<file path="config.mk">
export PLATFORM = sky130hd
export DESIGN_NAME = ser_tx_ctrl
export DESIGN_NICKNAME = d
export VERILOG_FILES = /design/src/rtl/ser_tx_ctrl.sv
export SDC_FILE = /design/constraint.sdc
export NUM_CORES = 1
export LEC_CHECK = 0
export ABC_AREA = 1
export BUFFER_PORTS_ARGS = -buffer_cell sky130_fd_sc_hd__buf_2
export CAP_MARGIN = 20
export CORE_ASPECT_RATIO = 0.7
export CORE_MARGIN = 10
export CORE_UTILIZATION = 50
export DETAILED_ROUTE_END_ITERATION = 6
export PLACE_DENSITY = 0.78
export SYNTH_ARGS = -nofsm -noshare
export SYNTH_HDL_FRONTEND = slang
export SYNTH_SLANG_ARGS = --single-unit
</file>
<file path="constraint.sdc">
create_clock -name clk -period 1.84 [get_ports clk]
set_input_delay 0.368 -clock clk [delete_from_list [all_inputs] [get_ports clk]]
set_output_delay 0.368 -clock clk [all_outputs]
set_load 0.02 [all_outputs]
</file>
<file path="src/rtl/ser_tx_ctrl.sv">
`default_nettype none
// +----------------------------------------------------------------------------+
// | ser_tx_ctrl : 8b/10b link transmit controller (training burst, data, comma).|
// | Optional disparity check: define SER_TX_CTRL_RD_CHECK_EN.                   |
// | Rev 1.0 - initial release                                                   |
// +----------------------------------------------------------------------------+
module ser_tx_ctrl #(
   parameter int TRAIN_LEN    = 16,
   parameter int COMMA_PERIOD = 64
) (
   input  logic              clk,
   input  logic              rst_n,
   input  logic [7:0]        s_data,
   input  logic              s_valid,
   output logic              s_ready,
   input  logic              train_req,
   output logic [7:0]        ser_data,
   output logic              ser_k,
   output logic signed [1:0] ser_rd,
   input  logic signed [1:0] ser_rd_next,
   output logic              link_up,
   output logic              rd_err
);

   localparam int TRAIN_CHARS = 2 * TRAIN_LEN;
   localparam int TW = (TRAIN_CHARS > 1) ? $clog2(TRAIN_CHARS) : 1;
   localparam int CW = (COMMA_PERIOD > 1) ? $clog2(COMMA_PERIOD) : 1;
   localparam logic [7:0]    K28_5      = 8'hBC;
   localparam logic [7:0]    D21_5      = 8'hB5;
   localparam logic [TW-1:0] TRAIN_LAST = TW'(TRAIN_CHARS - 1);
   localparam logic [CW-1:0] COMMA_LAST = CW'(COMMA_PERIOD - 1);

   typedef enum logic [0:0] {
      TRAIN = 1'b0,
      DATA  = 1'b1
   } state_t;

   state_t        state;
   logic [TW-1:0] train_cnt;
   logic [CW-1:0] comma_cnt;
   logic          comma_due;
   logic          accept;

   assign comma_due = (comma_cnt == COMMA_LAST);
   assign s_ready   = (state == DATA) && !train_req && !comma_due;
   assign accept    = s_valid && s_ready;

   always_ff @(posedge clk or negedge rst_n) begin
      if (!rst_n) begin
         state     <= TRAIN;
         train_cnt <= '0;
         comma_cnt <= '0;
         ser_data  <= K28_5;
         ser_k     <= 1'b1;
         ser_rd    <= -2'sd1;
         link_up   <= 1'b0;
      end else begin
         ser_rd <= ser_rd_next;
         // A training request behaves like a synchronous return to the reset image.
         if (train_req) begin
            state     <= TRAIN;
            train_cnt <= '0;
            comma_cnt <= '0;
            ser_data  <= K28_5;
            ser_k     <= 1'b1;
            link_up   <= 1'b0;
         end else if (state == TRAIN) begin
            comma_cnt <= '0;
            ser_data  <= train_cnt[0] ? D21_5 : K28_5;
            ser_k     <= ~train_cnt[0];
            if (train_cnt == TRAIN_LAST) begin
               state     <= DATA;
               link_up   <= 1'b1;
               train_cnt <= '0;
            end else begin
               train_cnt <= train_cnt + TW'(1);
            end
         end else begin
            // comma_due blocks accept, so the increment never passes COMMA_LAST.
            if (accept) begin
               ser_data  <= s_data;
               ser_k     <= 1'b0;
               comma_cnt <= comma_cnt + CW'(1);
            end else begin
               ser_data  <= K28_5;
               ser_k     <= 1'b1;
               comma_cnt <= '0;
            end
         end
      end
   end

`ifdef SER_TX_CTRL_RD_CHECK_EN
   logic rd_bad;
   assign rd_bad = (ser_rd_next != 2'sb01) && (ser_rd_next != 2'sb11);

   always_ff @(posedge clk or negedge rst_n) begin
      if (!rst_n) begin
         rd_err <= 1'b0;
      end else begin
         rd_err <= (rd_err && !train_req) || rd_bad;
      end
   end
`else
   assign rd_err = 1'b0;
`endif

endmodule
`default_nettype wire

</file>
==> impl_results.md <==
- # setup viols final: 0
- Largest net degree at the start of global routing: 25
- EDFF count, synth: 0
- Row count: 13
- Worst-Margin Slew: just over 500 ps
- Layout cells sized above 1: around 40%
- Detailed Route WL: about 1.9 mm
- Htree depth: 1
- Top cell type's share of synthesized area: between 30% and 40%
- Leakage: between 0.6 and 0.7 nW
- Synth area leader: dfrtp_1
- Req. time, crit path: between 1000 and 1500 ps
- Drt pass-1 iters: 3
- Layout Cells excl Fill: 154
- Clock latency on the worst-skew pair: roughly 310 ps
- Critical path buffers and inverters: 1
- Switching share of power: roughly 25%
- Hold Slack: between 6 and 7 ps
- Cell count after placement: 149
- Clock Path Buffers: 2
- Count of unique library cells instantiated by Yosys: 25
- Sw power: about 0.3 mW
- DRC viols: 0
- Critical Path Max Stage Delay: around 430 ps
- # hold bufs at CTS: 0
- Area delta synth->final: 18.1%
- Clock-pin slew on the worst setup and hold paths: ~130 ps
- Commonest cells after routing, fill and taps aside: 25 x buf_2, 16 x dfrtp_1, 15 x nand2_1
- Setup Skew: about 4.4 ps
- Int Pwr: just under 0.9 mW
- Syn. warnings: 0
- CP max FO: 4
- 1st-iter DRT viols: 16
- Final Core Density: 65.1%
- All-Layer GR Usage: 9.02%
- Overflow left after global routing: 0
- Cell count after synthesis: ~100
- Routed len/inst: approximately 12 um
- Sequential area share after synthesis: between 50% and 60%
- Cell Area, Synth: approximately 1100 um2
- Syn nets: between 100 and 150
- Number of CTS-inserted buffers: 3
- Final #Nets: 150
- Maximum vdd drop: about 620 uV
- Relative slew margins: 66.1%
- FF+latch count, synth: 24
- Hpwl dp: around 1.5 mm
- CTS tree: built
- Logic pwr share: around 17%
- Vias per inst: 4.73
- Top post-synthesis cells by area: dfrtp_1 38%, dfstp_2 20%, nand2_1 5.3%, inv_1 4.6%, nor2_1 4.2%
- Clock share of power: between 30% and 40%
- Max cap viols: 0
- Final Hold Viols: 0
- Commonest register cell after synthesis: dfrtp_1
- Pwr per Cell Area: between 900 and 1000 nW/um2
- Vias: 729
- CP delay by family, top: flip-flops
- Starting Density: between 50% and 60%
- Fraction of registers with async set/reset: 100%
- Pins Over Slew Limit: 0
- Fin crit share: 96.8%
- Critical path arrival: 1410 ps
- First-pass GRT wire length: roughly 3.1 mm
- Die H: 58.7 um
- ANT cells: 0
- Worst-path cell chain: ha_1, nand2_2, nor2_4, a21oi_1, buf_4
- Worst Setup End Kind: output pin
- Core box area: just under 2000 um2
- Total Power: ~1.2 mW
- TNS Setup: 0 ps
- Die Wd: roughly 75 um
- CP max stage cell: dfrtp_1
- Worst setup SP type: flop
- Min Tclk post-route: between 1500 and 2000 ps
- Number of global-route vias before repair: 719
- HP Class: in2async
- Initial antenna violation count: 0
- Die area: about 4400 um2
- Clock Sinks: 24
- IO Count: 28
- Most common cell after layout, fill and taps aside: buf_2
- Status: complete, no violations
- Fmax: ~0.56 GHz
- Root Buffer Master: clkbuf_4
- Critical path class: reg2out
- Number of port buffers: 26
- Routability cong.: ~0.86
- Post-DRT Antenna Nets: 0
- Avg Inst Size Synth: just over 10 um2
- Flop pwr share: approximately 52%
==> layout make-up <==
class	count	area [um2]
fillers	153	676
flip-flops and latches	24	611
multi-input cells	61	369
repair buffers	27	140
inverters	16	60.1
clock inverters	1	30.0
well taps	22	27.5
clock buffers	3	22.5
==> Yosys cell counts, drive strengths merged (2+ instances only) <==
| cell type | count |
|---|---|
| or2 | 4 |
| nor3 | 3 |
| nand3 | 4 |
| xnor2 | 2 |
| dfstp | 8 |
| a21oi | 4 |
| ha | 3 |
| inv | 16 |
| a22o | 2 |
| buf | 2 |
| nand2 | 19 |
| dfrtp | 16 |
| nor2 | 17 |
==> routing by layer <==
metal	GRT usage [%]	wire [um]	vias to the layer above	part of all wire, %
met1	11.2	903	326	47
met5	0	0	-	0
li1	-	-	373	-
met4	1.58	12	0	0.63
met3	6.03	250	2	13
met2	12.8	749	28	39
==> repair_timing <==
action / in CTS / in global routing
setup endpoints to repair: 0 / 1
setup buffers: 0 / 1
gates resized for setup: 0 / 1
endpoints found under the hold margin: 0 / 0
==> flip-flops by register name, indices dropped and copies added, names as in the netlist <==
name and flops:
train_cnt 5, ser_data 8, comma_cnt 6, ser_k 1, state 1, ser_rd 2
link_up 1
==> worst reg2reg max path: cells and delay by family, from the launching register on <==
kind / cells / cell delay, ps
flops: 1 / 430
buf+inv: 1 / 70
simple gates: 4 / 390
fa+ha+maj: 2 / 410
==> cells by family after synthesis <==
group	share of synthesized area, %
adder cells (fa/ha/maj)	3.52
flip-flops	57.2
AND/OR/NAND/NOR	24.4
other	0.351
XOR/XNOR	2.46
buffers and inverters	8.21
AO/OA/AOI/OAI	3.87
==> power by group through the flow <==
stage / clock [mW] / sequential (mW) / combinational [mW]
2_1_floorplan: 0 / 0.649 / 0.105
3_3_place_gp: 0 / 0.625 / 0.191
3_5_place_dp: 0 / 0.626 / 0.197
4_1_cts: 0.383 / 0.619 / 0.200
5_1_grt: 0.402 / 0.625 / 0.223
6_report: 0.372 / 0.618 / 0.195
==> per-stage QoR <==
stage                     area, um2  worst slack [ps]
after floorplan                1070               381
after global placement         1200               444
after detailed placement       1200               408
after CTS                      1250              37.1
after global routing           1260             -15.6
final                          1260              59.5
==> path summary, 6_finish.rpt <==
path                                      to  slack, ps      startpoint  cells past startpoint
worst max-delay path                 s_ready         60    comma_cnt[0]                      5
worst min-delay path            comma_cnt[5]          6           rst_n                      1
worst max register to register  train_cnt[2]        460    train_cnt[0]                      7
worst min register to register  comma_cnt[0]        510    comma_cnt[0]                      1
max in group asynchronous        ser_data[3]       1470           rst_n                      1
min in group clk                   ser_rd[1]        140  ser_rd_next[1]                      1
Note: power is estimated with default switching activity, not from simulation.
